**config.mk**
```make
export PLATFORM = sky130hd
export DESIGN_NAME = vertex_transform_engine
export DESIGN_NICKNAME = d
export VERILOG_FILES = /design/src/rtl/vertex_transform_engine.sv
export SDC_FILE = /design/constraint.sdc
export NUM_CORES = 2
export LEC_CHECK = 0
export BUFFER_PORTS_ARGS = -buffer_cell sky130_fd_sc_hd__buf_2
export CAP_MARGIN = 5
export CORE_ASPECT_RATIO = 1.4
export CORE_MARGIN = 8
export CORE_UTILIZATION = 50
export DETAILED_ROUTE_END_ITERATION = 10
export GPL_ROUTABILITY_DRIVEN = 0
export GPL_TIMING_DRIVEN = 0
export PLACE_DENSITY = 0.68
export RECOVER_POWER = 100
export REMOVE_ABC_BUFFERS = 1
export SLEW_MARGIN = 20
export SYNTH_ARGS = -nofsm -noshare
export SYNTH_HDL_FRONTEND = slang
export SYNTH_SLANG_ARGS = --single-unit
```
**constraint.sdc**
```tcl
create_clock -name clk -period 25.1 [get_ports clk]
set_input_delay 7.53 -clock clk [delete_from_list [all_inputs] [get_ports clk]]
set_output_delay 7.53 -clock clk [all_outputs]
set_load 0.01 [all_outputs]
```
**src/rtl/vertex_transform_engine.sv**
```systemverilog
// Sequential y = M*v transform stage: one MAC lane per output row, one matrix column per cycle.
// M lives in an internal register file (identity after reset), vectors use valid/ready handshakes.
module vertex_transform_engine #(
  parameter int unsigned N      = 4,
  parameter int unsigned DATA_W = 16,
  parameter int unsigned FRAC_W = 8,
  parameter int unsigned ACC_W  = 2 * DATA_W + $clog2(N)
) (
  input  logic                  clk,
  input  logic                  rst,
  input  logic                  m_we,
  input  logic [$clog2(N)-1:0]  m_row,
  input  logic [$clog2(N)-1:0]  m_col,
  input  logic [DATA_W-1:0]     m_data,
  input  logic                  in_valid,
  output logic                  in_ready,
  input  logic [N*DATA_W-1:0]   in_vec,
  output logic                  out_valid,
  input  logic                  out_ready,
  output logic [N*DATA_W-1:0]   out_vec,
  output logic                  busy
);

  localparam int unsigned IW = $clog2(N);
  localparam int unsigned RW = ACC_W + 1;
  localparam logic [IW-1:0]         KLast   = IW'(N - 1);
  localparam logic [DATA_W-1:0]     One     = DATA_W'(longint'(1) << FRAC_W);
  localparam logic signed [RW-1:0]  RndHalf = RW'(longint'(1) << (FRAC_W - 1));
  localparam logic signed [RW-1:0]  SatMax  = RW'((longint'(1) << (DATA_W - 1)) - 1);
  localparam logic signed [RW-1:0]  SatMin  = ~SatMax;

  typedef enum logic [1:0] {StIdle, StCompute, StOutput} state_e;

  state_e state_q, state_d;

  logic [IW-1:0]              k_q;
  logic signed [ACC_W-1:0]    acc_q [N];
  logic signed [ACC_W-1:0]    acc_d [N];
  logic signed [DATA_W-1:0]   vec_q [N];
  logic signed [DATA_W-1:0]   mat_q [N][N];
  logic [N*DATA_W-1:0]        out_vec_q;
  logic                       out_valid_q;
  logic [N*DATA_W-1:0]        sat_vec;
  logic                       accept;
  logic                       last_col;
  logic                       m_hit;

  assign accept   = (state_q == StIdle) && in_valid;
  assign last_col = (k_q == KLast);
  // Writes outside IDLE are dropped so an in-flight vector sees one consistent M.
  assign m_hit    = (state_q == StIdle) && m_we && (32'(m_row) < N) && (32'(m_col) < N);

  // FSM state register
  always_ff @(posedge clk or posedge rst) begin
    if (rst) begin
      state_q <= StIdle;
    end else begin
      state_q <= state_d;
    end
  end

  // FSM next-state logic
  always_comb begin
    state_d = state_q;
    unique case (state_q)
      StIdle:    if (in_valid)  state_d = StCompute;
      StCompute: if (last_col)  state_d = StOutput;
      StOutput:  if (out_ready) state_d = StIdle;
      default:                  state_d = StIdle;
    endcase
  end

  // FSM outputs
  always_comb begin
    in_ready  = (state_q == StIdle);
    busy      = (state_q != StIdle);
    out_valid = out_valid_q;
    out_vec   = out_vec_q;
  end

  // Per-lane MAC for the current column, plus round-half-up and saturation of the updated sum.
  always_comb begin
    logic signed [2*DATA_W-1:0] prod;
    logic signed [RW-1:0]       rnd;
    prod    = '0;
    rnd     = '0;
    sat_vec = '0;
    for (int r = 0; r < N; r++) begin
      prod     = mat_q[r][k_q] * vec_q[k_q];
      acc_d[r] = acc_q[r] + ACC_W'(prod);
      rnd      = (RW'(acc_d[r]) + RndHalf) >>> FRAC_W;
      if (rnd > SatMax) begin
        sat_vec[r*DATA_W +: DATA_W] = SatMax[DATA_W-1:0];
      end else if (rnd < SatMin) begin
        sat_vec[r*DATA_W +: DATA_W] = SatMin[DATA_W-1:0];
      end else begin
        sat_vec[r*DATA_W +: DATA_W] = rnd[DATA_W-1:0];
      end
    end
  end

  // Matrix register file
  always_ff @(posedge clk or posedge rst) begin
    if (rst) begin
      for (int r = 0; r < N; r++) begin
        for (int c = 0; c < N; c++) begin
          mat_q[r][c] <= (r == c) ? One : '0;
        end
      end
    end else if (m_hit) begin
      mat_q[m_row][m_col] <= m_data;
    end
  end

  // Datapath: vector latch, accumulators, column counter, registered result
  always_ff @(posedge clk or posedge rst) begin
    if (rst) begin
      k_q         <= '0;
      out_vec_q   <= '0;
      out_valid_q <= 1'b0;
      for (int r = 0; r < N; r++) begin
        acc_q[r] <= '0;
        vec_q[r] <= '0;
      end
    end else begin
      unique case (state_q)
        StIdle: begin
          if (accept) begin
            k_q <= '0;
            for (int r = 0; r < N; r++) begin
              acc_q[r] <= '0;
              vec_q[r] <= in_vec[r*DATA_W +: DATA_W];
            end
          end
        end
        StCompute: begin
          k_q <= k_q + 1'b1;
          for (int r = 0; r < N; r++) begin
            acc_q[r] <= acc_d[r];
          end
          // Result is registered on the same edge as the final column update.
          if (last_col) begin
            out_vec_q   <= sat_vec;
            out_valid_q <= 1'b1;
          end
        end
        StOutput: begin
          if (out_ready) out_valid_q <= 1'b0;
        end
        default: begin
          out_valid_q <= 1'b0;
        end
      endcase
    end
  end

endmodule

```
### Word level (Yosys, flattened, before mapping)

Index checks and enable logic that the tools add are counted.

* memory bits (writable): 0
* memory bits (read-only): 0
* memories: 0
* input port bits: 89
* logic and storage cells: 116
* output and inout bits: 67
* bits in registers: 525
* latch bits: 0

* bitwise logic cells: 4
* shift operators: 0
* multipliers: 4
* $add $sub $neg: 9
* reductions and logical operators: 12
* equal/unequal tests: 7
* $lt $le $gt $ge: 13
* mux-type cells: 39
* div/mod/pow operators: 0

Operators with widths (number)
* two-way mux 16 bit: 19
* one-hot mux 136 bit (2 select lines): 1
* bitwise mux 256 bit: 1
* binary-select mux 16 bit (select 2 bit): 5
* adder 34 x 9 -> 35 bit (second input constant): 4
* adder 34 x 32 -> 34 bit: 4
* two-way mux 136 bit: 1
* demux 64 bit (select 2 bit): 1
* multiplier 16 x 16 -> 32 bit: 4
* greater-than comparator 27 x 16 -> 1 bit (second input constant): 4
* < comparator 27 x 16 -> 1 bit (second input constant): 4
* two-way mux 64 bit: 1
* demux 16 bit (select 2 bit): 1
* >= comparator 3 bit (second input constant): 3
* inverter 2 -> 3 bit: 3
* two-way mux 2 bit: 4
* < comparator 3 x 1 -> 1 bit (second input constant): 2
* != test 2 bit (second input constant): 3
* one-hot mux 2 bit (3 select lines): 1
* AND reduction 2 bit: 3
* AND reduction 3 bit: 2
* equality test 2 bit (second input constant): 2
* logical AND 1 bit: 4
* one-hot mux 2 bit (2 select lines): 1
* 8 further kinds: 10

### Logic depth before layout (Yosys ltp)

* depth in word-level cells: 10
* depth in mapped cells: 38

### Least setup slack after synthesis

Ideal clock, no wire load.

* kind: reg2reg
* start point: register k_q[1]
* end point: register out_vec_q[22] (netlist: out_vec[22])
* setup slack: 15363 ps
* stages on the path, launching flop included: 37
* required time: 24947 ps
* period minus slack after synthesis: 9737 ps
* arrival time: 9584 ps
* cell sequence: dfrtp_1 -> clkbuf_1 -> clkbuf_1 -> buf_1 -> buf_1 -> buf_1 -> mux2i_1 -> nand2_1 -> o21a_1 -> clkbuf_1 -> nand2_1 -> fa_1 -> inv_1 -> fa_1 -> inv_1 -> fa_1 -> inv_1 -> fa_1 -> fa_1 -> inv_1 -> fa_1 -> inv_1 -> ha_1 -> buf_2 -> a21oi_1 -> o21a_1 -> o221ai_1 -> a221oi_2 -> o21ai_0 -> xor2_1 -> or4b_1 -> nor4_1 -> xnor2_1 -> nand2_1 -> o41ai_4 -> buf_6 -> a311oi_2

* longest elaborated chain between the ends: 10
* elaborated cells on any way between the ends: 16
* those cells by class: add/sub (2); mul (1); order compare (2); eq/ne (1); mux (8); bitwise (1); reduce/logical (1)

RTL lines
* start: declaration: RTL line 36 `logic [IW-1:0] k_q;`
* start signal: assignment: RTL line 137 `k_q <= k_q + 1'b1;`
* inverter 2 -> 3 bit (not written as such): RTL line 89 `prod = mat_q[r][k_q] * vec_q[k_q];`
* binary-select mux 16 bit (select 2 bit): RTL line 89
* two-way mux 16 bit (not written as such) (2 in series): RTL line 89
* multiplier 16 x 16 -> 32 bit: RTL line 89
* adder 34 x 32 -> 34 bit: RTL line 90 `acc_d[r] = acc_q[r] + ACC_W'(prod);`
* adder 34 x 9 -> 35 bit: RTL line 91 `rnd = (RW'(acc_d[r]) + RndHalf) >>> FRAC_W;`
* < comparator 27 x 16 -> 1 bit: RTL line 94 `end else if (rnd < SatMin) begin`
* two-way mux 16 bit: RTL line 94
* two-way mux 16 bit: RTL line 92 `if (rnd > SatMax) begin`
* end signal: assignment: RTL line 143 `out_vec_q <= sat_vec;`
* end: declaration: RTL line 41 `logic [N*DATA_W-1:0] out_vec_q;`

Parallel ways exist; a longest one is shown, timed or not. The select of a mux whose other input is x is not followed.
A chain may end at the register's enable or synchronous reset.

### Worst setup path after layout

* start point: register k_q[1]
* end point: register out_vec_q[45] (netlist: out_vec[45])

Same word-level chain as after synthesis.

==> impl_metrics.toml <==
[detailed_routing]
ant_nets = 0
vias = 53700
drt_wl_total_mm = 196
drt_iter0_drc = 3770
wl_per_cell_um = 20.6
firstDrtPassIters = 6
vias_per_cell = 5.62
drc = 0

[flow_run]
max_cap_viol_count = 12

[logic_synthesis]
netlist_instances = 7624
synth_top_family_by_area = "adder cells"
synth_compound_area_frac = 0.0833
synthAdderAreaFrac = 0.414
ys.flop_type = "dfrtp_1"
synth_edf_count = 0
synth_mux_area_frac = 0.0674
synth-xor-area-share = 0.0236
synthTopCellsByArea = "fa_1 34%, dfrtp_1 18%, inv_1 7.3%"
ys_warn_count = 0
yosysTopAreaCell = "fa_1"
ys_types = 106
synth_seq_cells = 525
synthSimpleGateAreaFrac = 0.137
yosysSeqAreaShare = 0.184
syn_area_sq_mm = 0.0716
yosys.area.top_type_share = 0.341
avgSynthCellArea_sq_um = 9.39
synthArstFlopShare = 1.00

[setup_path]
cp_top_family = "buffers and inverters"
cp_data_required_time_ns = 25.66
start_kind = "flop"
worstPathArrival_ns = 18.16
cp-end-kind = "flop"
crit_chain = "clkbuf_1, mux2_2, o21a_1, clkinvlp_2, fa_1, inv_1, fa_1, fa_1, fa_1, inv_1, fa_1, inv_1, ha_1, nand2_1, o21ai_0, a211oi_1, o22a_1, a221oi_1, nand4b_1, nor4_1, a31oi_1, o41ai_1, or2_0, nand3_1"
path_buf_inv = 5
crit_slowest_cell = "clkinvlp_2"
crit_type = "reg2reg"
cp_slowest_stage_delay_ns = 3.19
crit_fanout = 56
worst_path_most_repeated_cell = "fa_1"

[final_layout]
fillers = 12755
fin_area_sq_mm = 0.0770
final_nets = 9294
syn2layout_area_growth_pct = 7.67
layout_commonest_cell = "inv_1"
final_cell_mix = "1395 x inv_1, 1220 x fa_1, 1017 x nand2_1"
layout-drive-gt1-share = 0.0936

[place]
port_buffers = 155
post-place-ws_ns = 14.40
placed_area_sq_mm = 0.0753
dp_hpwl_mm = 156

[timing]
fmax_ghz = 0.0568
max-slew-margin-rel = -2.68
fin_crit_sh = 0.701
tightest_slew_ns = 5.52
fin_worst_skew_ns = 0.0412
rsz0062_at_grt = "false"
hold_violations = 0
fin_ws_ns = 7.50
setup_violations = 0
whs_ns = 0.473
post-route-min-period_ns = 17.60
setup-tns-final_ns = 0
drv_slew = 667

[global_routing]
grt_max_degree = 104
antenna_found_initial = 23
grt_pass1_wl_mm = 318
grt_pass1_vias = 58691
grt-ovfl-total = 0
track_usage = 0.256

[outcome]
violations = "capacitance limit, slew limit"
status = "finished with violations"

[clocking]
cts_max_path_buffers = 3
cts.clk_slew.worst_paths_ns = 0.06
clock_latency_ns = 0.73
cts-buffers-inserted = 61
cts_resized = 0
cts_max_level = 2
cts_sinks = 525
postCtsSetupBuffers = 0
tritoncts = "yes"
clockRootBuffer = "clkbuf_16"
hold_buffers = 0

[die]
die_x_um = 336
dieArea_sq_mm = 0.156
core_area_sq_mm = 0.142
std_cell_rows = 164
die_h_um = 464
initial_core_util = 0.502
design.portCount = 156

[worst_hold_path]
hold_path_class = "reg2reg"
## worst reg2reg max path: stages (launching register included)
cell and delay (ns):
dfrtp_1 0.99, clkbuf_1 2.03, mux2_2 0.50, o21a_1 1.16, clkinvlp_2 3.21, fa_1 1.71, inv_1 0.07, fa_1 0.43
fa_1 0.52, fa_1 0.56, inv_1 0.06, fa_1 0.48, inv_1 0.05, ha_1 0.42, nand2_1 0.07, o21ai_0 0.54
a211oi_1 0.21, o22a_1 0.27, a221oi_1 0.84, nand4b_1 0.40, nor4_1 0.74, a31oi_1 0.17, o41ai_1 1.25, or2_0 0.65
nand3_1 0.15
## state kept, by name, indices dropped and copies added (netlist names)
signal / cells
out_valid: 1
state_q: 2
out_vec: 64
acc_q: 136
vec_q: 64
mat_q: 256
k_q: 2
## layout make-up
type	instances	area [sq um]	area share
Timing Repair Buffer	223	1990	0.0258
Inverter	1397	5250	0.0681
Clock buffer	74	1650	0.0214
Tap cell	1909	2390	0.0310
Sequential cell	525	13100	0.171
Clock inverter	42	536	0.00695
Multi-Input combinational cell	5364	52100	0.676
Antenna cell	14	35.0	0.000455
## Yosys cell counts (9+ instances only)
| cell | instances |
|---|---|
| fa_1 | 1220 |
| or2_2 | 30 |
| o21a_1 | 88 |
| dfrtp_1 | 521 |
| a211o_1 | 10 |
| o31ai_1 | 13 |
| nor3_1 | 62 |
| o21ai_1 | 98 |
| a211oi_1 | 18 |
| nand4_1 | 45 |
| nand2_1 | 1018 |
| a22oi_1 | 17 |
| and2_1 | 55 |
| inv_1 | 1396 |
| xnor2_1 | 139 |
| nand4b_1 | 10 |
| a21oi_1 | 149 |
| nand2b_1 | 23 |
| buf_1 | 22 |
| a311oi_1 | 11 |
| a311oi_2 | 9 |
| nand3_1 | 120 |
| nor4_1 | 27 |
| o21ai_0 | 184 |
| mux2i_1 | 94 |
| a21oi_2 | 13 |
| and3_1 | 34 |
| and4_1 | 16 |
| o21bai_1 | 14 |
| a21o_1 | 48 |
| or4_1 | 11 |
| xor2_1 | 50 |
| clkbuf_1 | 286 |
| o211ai_1 | 30 |
| ha_1 | 413 |
| nor3b_1 | 10 |
| a22o_1 | 33 |
| a31oi_1 | 18 |
| buf_2 | 22 |
| or3_1 | 29 |
| mux2_2 | 331 |
| nor2_1 | 672 |
| nor2b_1 | 35 |
## logic make-up after synthesis
family | count (synthesis)
DFF | 525
buffers and inverters | 1735
and+or+nand+nor | 2237
adders and majority gates | 1633
muxes | 432
xor gates and xnor gates | 191
AOI/OAI and AO/OA | 871
## layer usage
metal / part of all wire / up-vias / wire (um) / global-route usage
li1: - / 23931 / - / -
met1: 0.37 / 27386 / 72700 / 0.298
met2: 0.50 / 1772 / 99200 / 0.450
met3: 0.068 / 597 / 13400 / 0.0482
met4: 0.056 / 14 / 11100 / 0.124
met5: 0.00048 / - / 95 / 0
## stage by stage
stage / utilization / std cells
global placement: 0.515 / 9350
floorplan: - / 7286
detailed placement: 0.529 / 9418
finish: 0.541 / 9548
CTS: 0.544 / 9534
global route: 0.541 / 9536
## final timing paths
| check | from | end | slack, ns | depth (start not counted) |
|---|---|---|---|---|
| max | k_q[1]$_DFFE_PP0P_ | out_vec[45]$_DFFE_PP0P_ | 7.50 | 24 |
| min | vec_q[62]$_DFFE_PP0P_ | vec_q[62]$_DFFE_PP0P_ | 0.47 | 2 |
| max reg2reg | k_q[1]$_DFFE_PP0P_ | out_vec[45]$_DFFE_PP0P_ | 7.50 | 24 |
| min reg2reg | vec_q[62]$_DFFE_PP0P_ | vec_q[62]$_DFFE_PP0P_ | 0.47 | 2 |
| max in group asynchronous | rst | mat_q[65]$_DFFE_PP0P_ | 10.54 | 3 |
| min in group asynchronous | rst | vec_q[11]$_DFFE_PP0P_ | 7.99 | 2 |
Power is left out: the tool's default activity adds up to more than one toggle a clock period on the data nets, which glitch-free logic cannot reach.
